### src/rtl/hazard_bubble_ctrl_pkg.sv
// Shared opcode header for the issue stage: RV32I opcodes, the NOP encoding,
// the scoreboard entry type and operand-usage decode helpers.
package hazard_bubble_ctrl_pkg;

    localparam logic [6:0] OPC_LOAD   = 7'b000_0011;
    localparam logic [6:0] OPC_STORE  = 7'b010_0011;
    localparam logic [6:0] OPC_BRANCH = 7'b110_0011;
    localparam logic [6:0] OPC_JALR   = 7'b110_0111;
    localparam logic [6:0] OPC_JAL    = 7'b110_1111;
    localparam logic [6:0] OPC_OP     = 7'b011_0011;
    localparam logic [6:0] OPC_LUI    = 7'b011_0111;
    localparam logic [6:0] OPC_AUIPC  = 7'b001_0111;

    // addi x0, x0, 0
    localparam logic [31:0] INST_NOP = 32'h0000_0013;

    typedef struct packed {
        logic       v;
        logic [4:0] rd;
        logic       is_load;
    } sb_entry_t;

    function automatic logic writes_rd(input logic [6:0] opc);
        return !(opc == OPC_BRANCH || opc == OPC_STORE);
    endfunction

    function automatic logic uses_rs1(input logic [6:0] opc);
        return !(opc == OPC_LUI || opc == OPC_AUIPC || opc == OPC_JAL);
    endfunction

    function automatic logic uses_rs2(input logic [6:0] opc);
        return opc == OPC_OP || opc == OPC_BRANCH || opc == OPC_STORE;
    endfunction

endpackage

### src/rtl/hazard_scoreboard.sv
// Destination-register history of the last DEPTH issue slots (entry 0 youngest),
// with the JALR rs1 any-match and the entry-0 load-use compare.
module hazard_scoreboard
    import hazard_bubble_ctrl_pkg::*;
#(
    parameter int unsigned DEPTH = 2
) (
    input  logic      clk,
    input  logic      rst,
    input  logic      shift_en,
    input  sb_entry_t new_entry,
    input  logic [4:0] rs1,
    input  logic [4:0] rs2,
    input  logic      use_rs1,
    input  logic      use_rs2,
    output logic      rs1_match,
    output logic      load_use
);

    sb_entry_t sb_q [DEPTH];

    always_ff @(posedge clk) begin
        if (rst) begin
            for (int i = 0; i < DEPTH; i++) begin
                sb_q[i] <= '0;
            end
        end else if (shift_en) begin
            sb_q[0] <= new_entry;
            for (int i = 1; i < DEPTH; i++) begin
                sb_q[i] <= sb_q[i-1];
            end
        end
    end

    always_comb begin
        rs1_match = 1'b0;
        for (int i = 0; i < DEPTH; i++) begin
            if (sb_q[i].v && sb_q[i].rd == rs1) begin
                rs1_match = 1'b1;
            end
        end
        if (rs1 == 5'd0) begin
            rs1_match = 1'b0;
        end
    end

    always_comb begin
        load_use = 1'b0;
        if (sb_q[0].v && sb_q[0].is_load) begin
            if (use_rs1 && rs1 != 5'd0 && sb_q[0].rd == rs1) begin
                load_use = 1'b1;
            end
            if (use_rs2 && rs2 != 5'd0 && sb_q[0].rd == rs2) begin
                load_use = 1'b1;
            end
        end
    end

endmodule

### src/rtl/hazard_bubble_ctrl.sv
// Issue-stage bubble controller: picks the fetched instruction or a NOP each cycle
// from stall, control-flow penalty and scoreboard hazards, and counts bubbles.
module hazard_bubble_ctrl
    import hazard_bubble_ctrl_pkg::*;
#(
    parameter int unsigned DEPTH          = 2,
    parameter int unsigned BRANCH_PENALTY = 1,
    parameter int unsigned JUMP_PENALTY   = 0,
    parameter int unsigned CNT_W          = 16
) (
    input  logic             clk,
    input  logic             rst,
    input  logic [31:0]      icache_dout,
    input  logic             stall,
    output logic             nop_sel,
    output logic             hold_pc,
    output logic [31:0]      issued_inst,
    output logic [CNT_W-1:0] bubble_count
);

    logic [6:0] opcode;
    logic [4:0] rd, rs1, rs2;
    logic       is_branch, is_jump, is_jalr;
    logic       rs1_match, load_use;
    logic [2:0] pc_cnt_q, pc_cnt_d;
    sb_entry_t  new_entry;

    assign opcode    = icache_dout[6:0];
    assign rd        = icache_dout[11:7];
    assign rs1       = icache_dout[19:15];
    assign rs2       = icache_dout[24:20];
    assign is_branch = opcode == OPC_BRANCH;
    assign is_jalr   = opcode == OPC_JALR;
    assign is_jump   = is_jalr || opcode == OPC_JAL;

    always_comb begin
        nop_sel = 1'b0;
        hold_pc = 1'b0;
        if (stall) begin
            nop_sel = 1'b1;
            hold_pc = 1'b1;
        end else if (pc_cnt_q != 3'd0) begin
            nop_sel = 1'b1;
        end else if (is_jalr && rs1_match) begin
            nop_sel = 1'b1;
            hold_pc = 1'b1;
        end else if (load_use) begin
            nop_sel = 1'b1;
            hold_pc = 1'b1;
        end
    end

    assign issued_inst = nop_sel ? INST_NOP : icache_dout;

    // Bubbles enter the scoreboard as invalid so a retried JALR drains out.
    always_comb begin
        new_entry.v       = writes_rd(opcode) && !nop_sel && rd != 5'd0;
        new_entry.rd      = rd;
        new_entry.is_load = opcode == OPC_LOAD;
    end

    hazard_scoreboard #(
        .DEPTH (DEPTH)
    ) u_scoreboard (
        .clk       (clk),
        .rst       (rst),
        .shift_en  (!stall),
        .new_entry (new_entry),
        .rs1       (rs1),
        .rs2       (rs2),
        .use_rs1   (uses_rs1(opcode)),
        .use_rs2   (uses_rs2(opcode)),
        .rs1_match (rs1_match),
        .load_use  (load_use)
    );

    always_comb begin
        pc_cnt_d = pc_cnt_q;
        if (!stall) begin
            if (!nop_sel && is_branch) begin
                pc_cnt_d = 3'(BRANCH_PENALTY);
            end else if (!nop_sel && is_jump) begin
                pc_cnt_d = 3'(JUMP_PENALTY);
            end else if (pc_cnt_q != 3'd0) begin
                pc_cnt_d = pc_cnt_q - 3'd1;
            end
        end
    end

    always_ff @(posedge clk) begin
        if (rst) begin
            pc_cnt_q     <= 3'd0;
            bubble_count <= '0;
        end else begin
            pc_cnt_q <= pc_cnt_d;
            if (!stall && nop_sel && bubble_count != '1) begin
                bubble_count <= bubble_count + CNT_W'(1);
            end
        end
    end

endmodule

### config.mk
export PLATFORM = sky130hd
export DESIGN_NAME = hazard_bubble_ctrl
export DESIGN_NICKNAME = d
export VERILOG_FILES = /design/src/rtl/hazard_bubble_ctrl_pkg.sv /design/src/rtl/hazard_scoreboard.sv /design/src/rtl/hazard_bubble_ctrl.sv
export SDC_FILE = /design/constraint.sdc
export NUM_CORES = 1
export LEC_CHECK = 0
export BUFFER_PORTS_ARGS = -buffer_cell sky130_fd_sc_hd__buf_2
export CAP_MARGIN = 20
export CORE_UTILIZATION = 45
export CTS_BUF_LIST = sky130_fd_sc_hd__clkbuf_8
export DETAILED_ROUTE_END_ITERATION = 16
export PLACE_DENSITY = 0.87
export REMOVE_ABC_BUFFERS = 1
export SYNTH_ARGS = -nofsm -noshare
export SYNTH_HDL_FRONTEND = slang
export SYNTH_HIERARCHICAL = 1
export SYNTH_SLANG_ARGS = --single-unit
### constraint.sdc
create_clock -name clk -period 2.3 [get_ports clk]
set_input_delay 0.23 -clock clk [delete_from_list [all_inputs] [get_ports clk]]
set_output_delay 0.23 -clock clk [all_outputs]
set_load 0.01 [all_outputs]
==> results by stage <==
Power:
- The total power divided by cell area is approximately 940 nW/um^2.
- The analysis attributes to cell leakage a power of 1.480 nW.
- The peak ir drop on the vdd network is 0.0005971 V.

Clocking:
- The post-cts hold buffer count is 0.
- TritonCTS built the clock tree.
- CTS placed an instance of clkbuf_8 at the clock tree root.
- The clock drives 32 sinks.
- The total number of H-tree levels is 2.
- The clock transition at the registers of the reported paths is 0.07 ns.
- At the later pin of the worst-skew pair, clock insertion delay measures ~0.3 ns.
- The CTS buffer count is 5.
- The buffer depth of the longest clock path is 2.

Global routing:
- The number of antenna violations at the first check in global routing is 0.
- For this run the aggregate overflow at the end of global routing stands at 0.
- Entering global routing, the biggest net connects 24 pins.
- The global-route wire length before repair is 10.27 mm.
- The global routing stage identified its most utilized layer as met2.
- The global routing usage on met1 is around 30%.
- The via count of the first global-routing pass is 2263.
- In the global route stage, met2 resource usage came out at about 46%.
- Global routing consumed, over all layers together, between 20% and 30% of the routing resources.
- For met3 alone, demand over resource in global routing was 5.628%.

Place:
- Once placement completed, the tool counted placed cells totaling 395.
- Summing all placed instances gives a cell area of 2768 um^2.
- The post-DP HPWL is 4.434 mm.
- Input and output buffers added on the ports amount to 84.
- The routability congestion estimate from global placement is 0.9341.

Synth:
- After synthesis the cells add up to 2088 um^2.
- The number of storage elements in the synthesis netlist is 32.
- Summing the sequential cell areas from Yosys gives 36.91% of the chip area.
- Summed over its instances, the top area cell type makes up 18.69% of the synthesized netlist area.
- A synthesized cell averages 8.701 um^2.
- Yosys attributes the largest share of cell area to edfxtp_1, dfxtp_1, and2_1, xnor2_1, xor2_1.
- Counting every instance in the synthesized netlist gives 240.
- The Yosys step of the flow raised 6 warnings.
- Synthesis instantiated 42 different standard cells from the library.
- The top cell type by total area after synthesis is edfxtp_1.

Critical path:
- The arrival time of the worst setup path is 2.97 ns.
- The startpoint-to-endpoint class of the critical path is reg -> reg.
- The worst setup path is launched from a flop.
- The highest-delay cell along the critical path is or4_4.
- The maximum fanout along the worst path is 6.
- The required time of the critical path is 2.53 ns.
- Walking the worst path, the cells encountered are xor2_1 -> nor3_2 -> nand3_1 -> o31ai_2 -> nand2b_4 -> buf_4 -> a31oi_4 -> or4_4 -> or3_4 -> a21oi_2.
- STA classifies the critical path endpoint as a flop.
- In this design, the stage delay of the slowest critical-path cell is 0.52 ns.

Detailed routing:
- The detailed router finished its first iteration with 301 violations.
- The count of unresolved DRC violations after routing is 0.
- The number of detailed-routing iterations run before antenna repair is 5.
- The number of routed nets with antenna violations is 0.
- The routed layout has 2447 vias.
- The routed length per instance is 18.56 um.
- Dividing the detail-routed via count by the number of cells gives 5.925.
- Summed over all layers, the routed wires come to 7.665 mm.

Floorplan:
- The row count is 24.
- The die is 70.12 um tall.
- The core area is between 4000 and 5000 um^2.
- The die covers 4917 um^2.
- From left edge to right edge, the die measures 70.12 um.
- 85 I/O pins were placed.
- For this configuration, the core starts out at a cell density of 47.31%.

Layout:
- The share of the core filled with cells in the final layout is 75.34%.
- The final antenna diode count is 0.
- The finished layout holds 413 standard cells, fillers aside.
- The most frequent standard cell in the layout excluding fill and tap cells is buf_2.
- In the final layout, the share of cells above drive strength 1 is 52.35%.
- Relative to the synthesized area, the layout overhead comes to 59.26%.
- For this run, the post-layout net count is 398.
- Leaving out fill and tap cells, the most frequent cells in the layout are buf_2, buf_4, buf_6.
- The finished cells cover 3326 um^2.

Timing:
- Setup violations remaining at the end of the flow were counted as 52.
- Setup repair after global routing could not meet its margin everywhere.
- The setup TNS after final layout is -17.37 ns.
- The final critical-path share of the clock period is 119.0%.
- The final critical path time including I/O delays and setup is 2.736 ns.
- The worst-case headroom to the max-slew limit is a little over two fifths.
- The final hold violation count is 0.
- Across all setup checks in the final design, the least slack found is -0.4359 ns.
- At the pin with the least slew margin, the transition time is 0.8540 ns.
- Static timing analysis puts the maximum clock frequency at 365.5 MHz.
- Across the routed clock network, the largest skew measured is 0.01016 ns.
- The total count of max-transition violations in the final report was 0.

Status:
- The final reports fail on negative setup slack.
- The run finished, with violations left.

Worst hold path:
- The type of the worst min-delay path is in -> reg.

Flow run:
- The total of max-cap violations is 0.
[per-layer routing]
metal	part of all wire, %	up-vias
met5	0	-
met4	4.8	0
met3	7.3	38
met2	52	161
met1	36	1153
li1	-	1095
[area by class of cell]
cell class	count	area, um^2
Multi-Input combinational cell	191	1466
Fill cell	262	1089
Timing Repair Buffer	122	898.4
Sequential cell	32	770.7
Clock buffer	6	82.58
Tap cell	52	65.06
Inverter	8	32.53
Clock inverter	2	10.01
[state kept, by name, summed over array words and instances, names as in the netlist]
| name | count |
|---|---|
| bubble_count | 16 |
| u_scoreboard/sb_q | 13 |
| pc_cnt_q | 3 |
[stage by stage]
step / hold slack, ns / setup WS [ns] / power (mW)
finish: 0.2441 / -0.4359 / 3.141
global route: 0.2530 / -0.4666 / 3.267
CTS: 0.2462 / -0.3282 / 2.604
detailed placement: 0.4750 / -0.3307 / 1.881
global placement: 0.4602 / -0.1776 / 1.842
floorplan: 0.2991 / -0.7607 / 1.328
[synth_stat cells]
cell       count
a211oi_1       2
a21boi_0       2
a21oi_1        7
a311oi_1       2
a31o_2         2
a31oi_1        1
a31oi_4        1
and2_1        43
and2b_1        1
and3_1         6
and3b_2        1
and4_1         2
clkbuf_1       9
dfxtp_1       19
edfxtp_1      13
ha_1           3
inv_1          8
mux2_2         3
mux2i_1        1
nand2_1       10
nand2b_1       1
nand3_1       12
nand4_1        8
nand4bb_1      1
nor2_1        14
nor2_2         1
nor2b_1        5
nor3_1         6
nor3_2         1
nor4_1         7
nor4_2         1
nor4b_1        1
o21ai_0       10
o31a_1         1
o31ai_1        1
o31ai_2        1
or2_2          2
or3_1          8
or4_1          2
or4_4          1
xnor2_1       10
xor2_1        10
[kinds of logic after synthesis]
group | Yosys count | synth area share [%]
buffers and inverters | 17 | 3.056
and+or+nand+nor | 134 | 37.87
xor gates and xnor gates | 20 | 8.388
adders and majority gates | 3 | 1.798
muxes | 4 | 2.097
AOI/OAI and AO/OA | 30 | 9.886
DFF | 32 | 36.91
[report_power, final]
group	leakage [nW]	switching, mW	internal (mW)
logic	1.13	0.904	1.09
clock network	0.0510	0.233	0.239
registers	0.296	0.0349	0.643
total	1.48	1.17	1.97
[worst max-delay path: cells and delay by family (launching register included)]
family | cells | cell delay [ns]
AND/OR/NAND/NOR | 5 | 1.42
AO/OA/AOI/OAI | 3 | 0.49
flip-flops | 1 | 0.46
XOR/XNOR | 1 | 0.18
buffers and inverters | 1 | 0.12
[repair_timing]
action	CTS	global route
gates cloned	1	1
gates resized for setup	27	59
endpoints found under the setup margin	51	53
pin swaps	14	24
buffers inserted	4	4
[final timing paths]
kind | start | endpoint | slack, ns | cells after the start
worst min-delay path | icache_dout[8] | u_scoreboard/sb_q[0][2]$_SDFFCE_PN0P_ | 0.24 | 2
worst max-delay path | u_scoreboard/sb_q[0][5]$_SDFFCE_PN0P_ | bubble_count[9]$_SDFFE_PP0P_ | -0.44 | 10
worst min register to register | pc_cnt_q[1]$_SDFFE_PP0P_ | pc_cnt_q[1]$_SDFFE_PP0P_ | 0.49 | 2
worst max register to register | u_scoreboard/sb_q[0][5]$_SDFFCE_PN0P_ | bubble_count[9]$_SDFFE_PP0P_ | -0.44 | 10
Note: power is estimated with default switching activity, not from simulation.
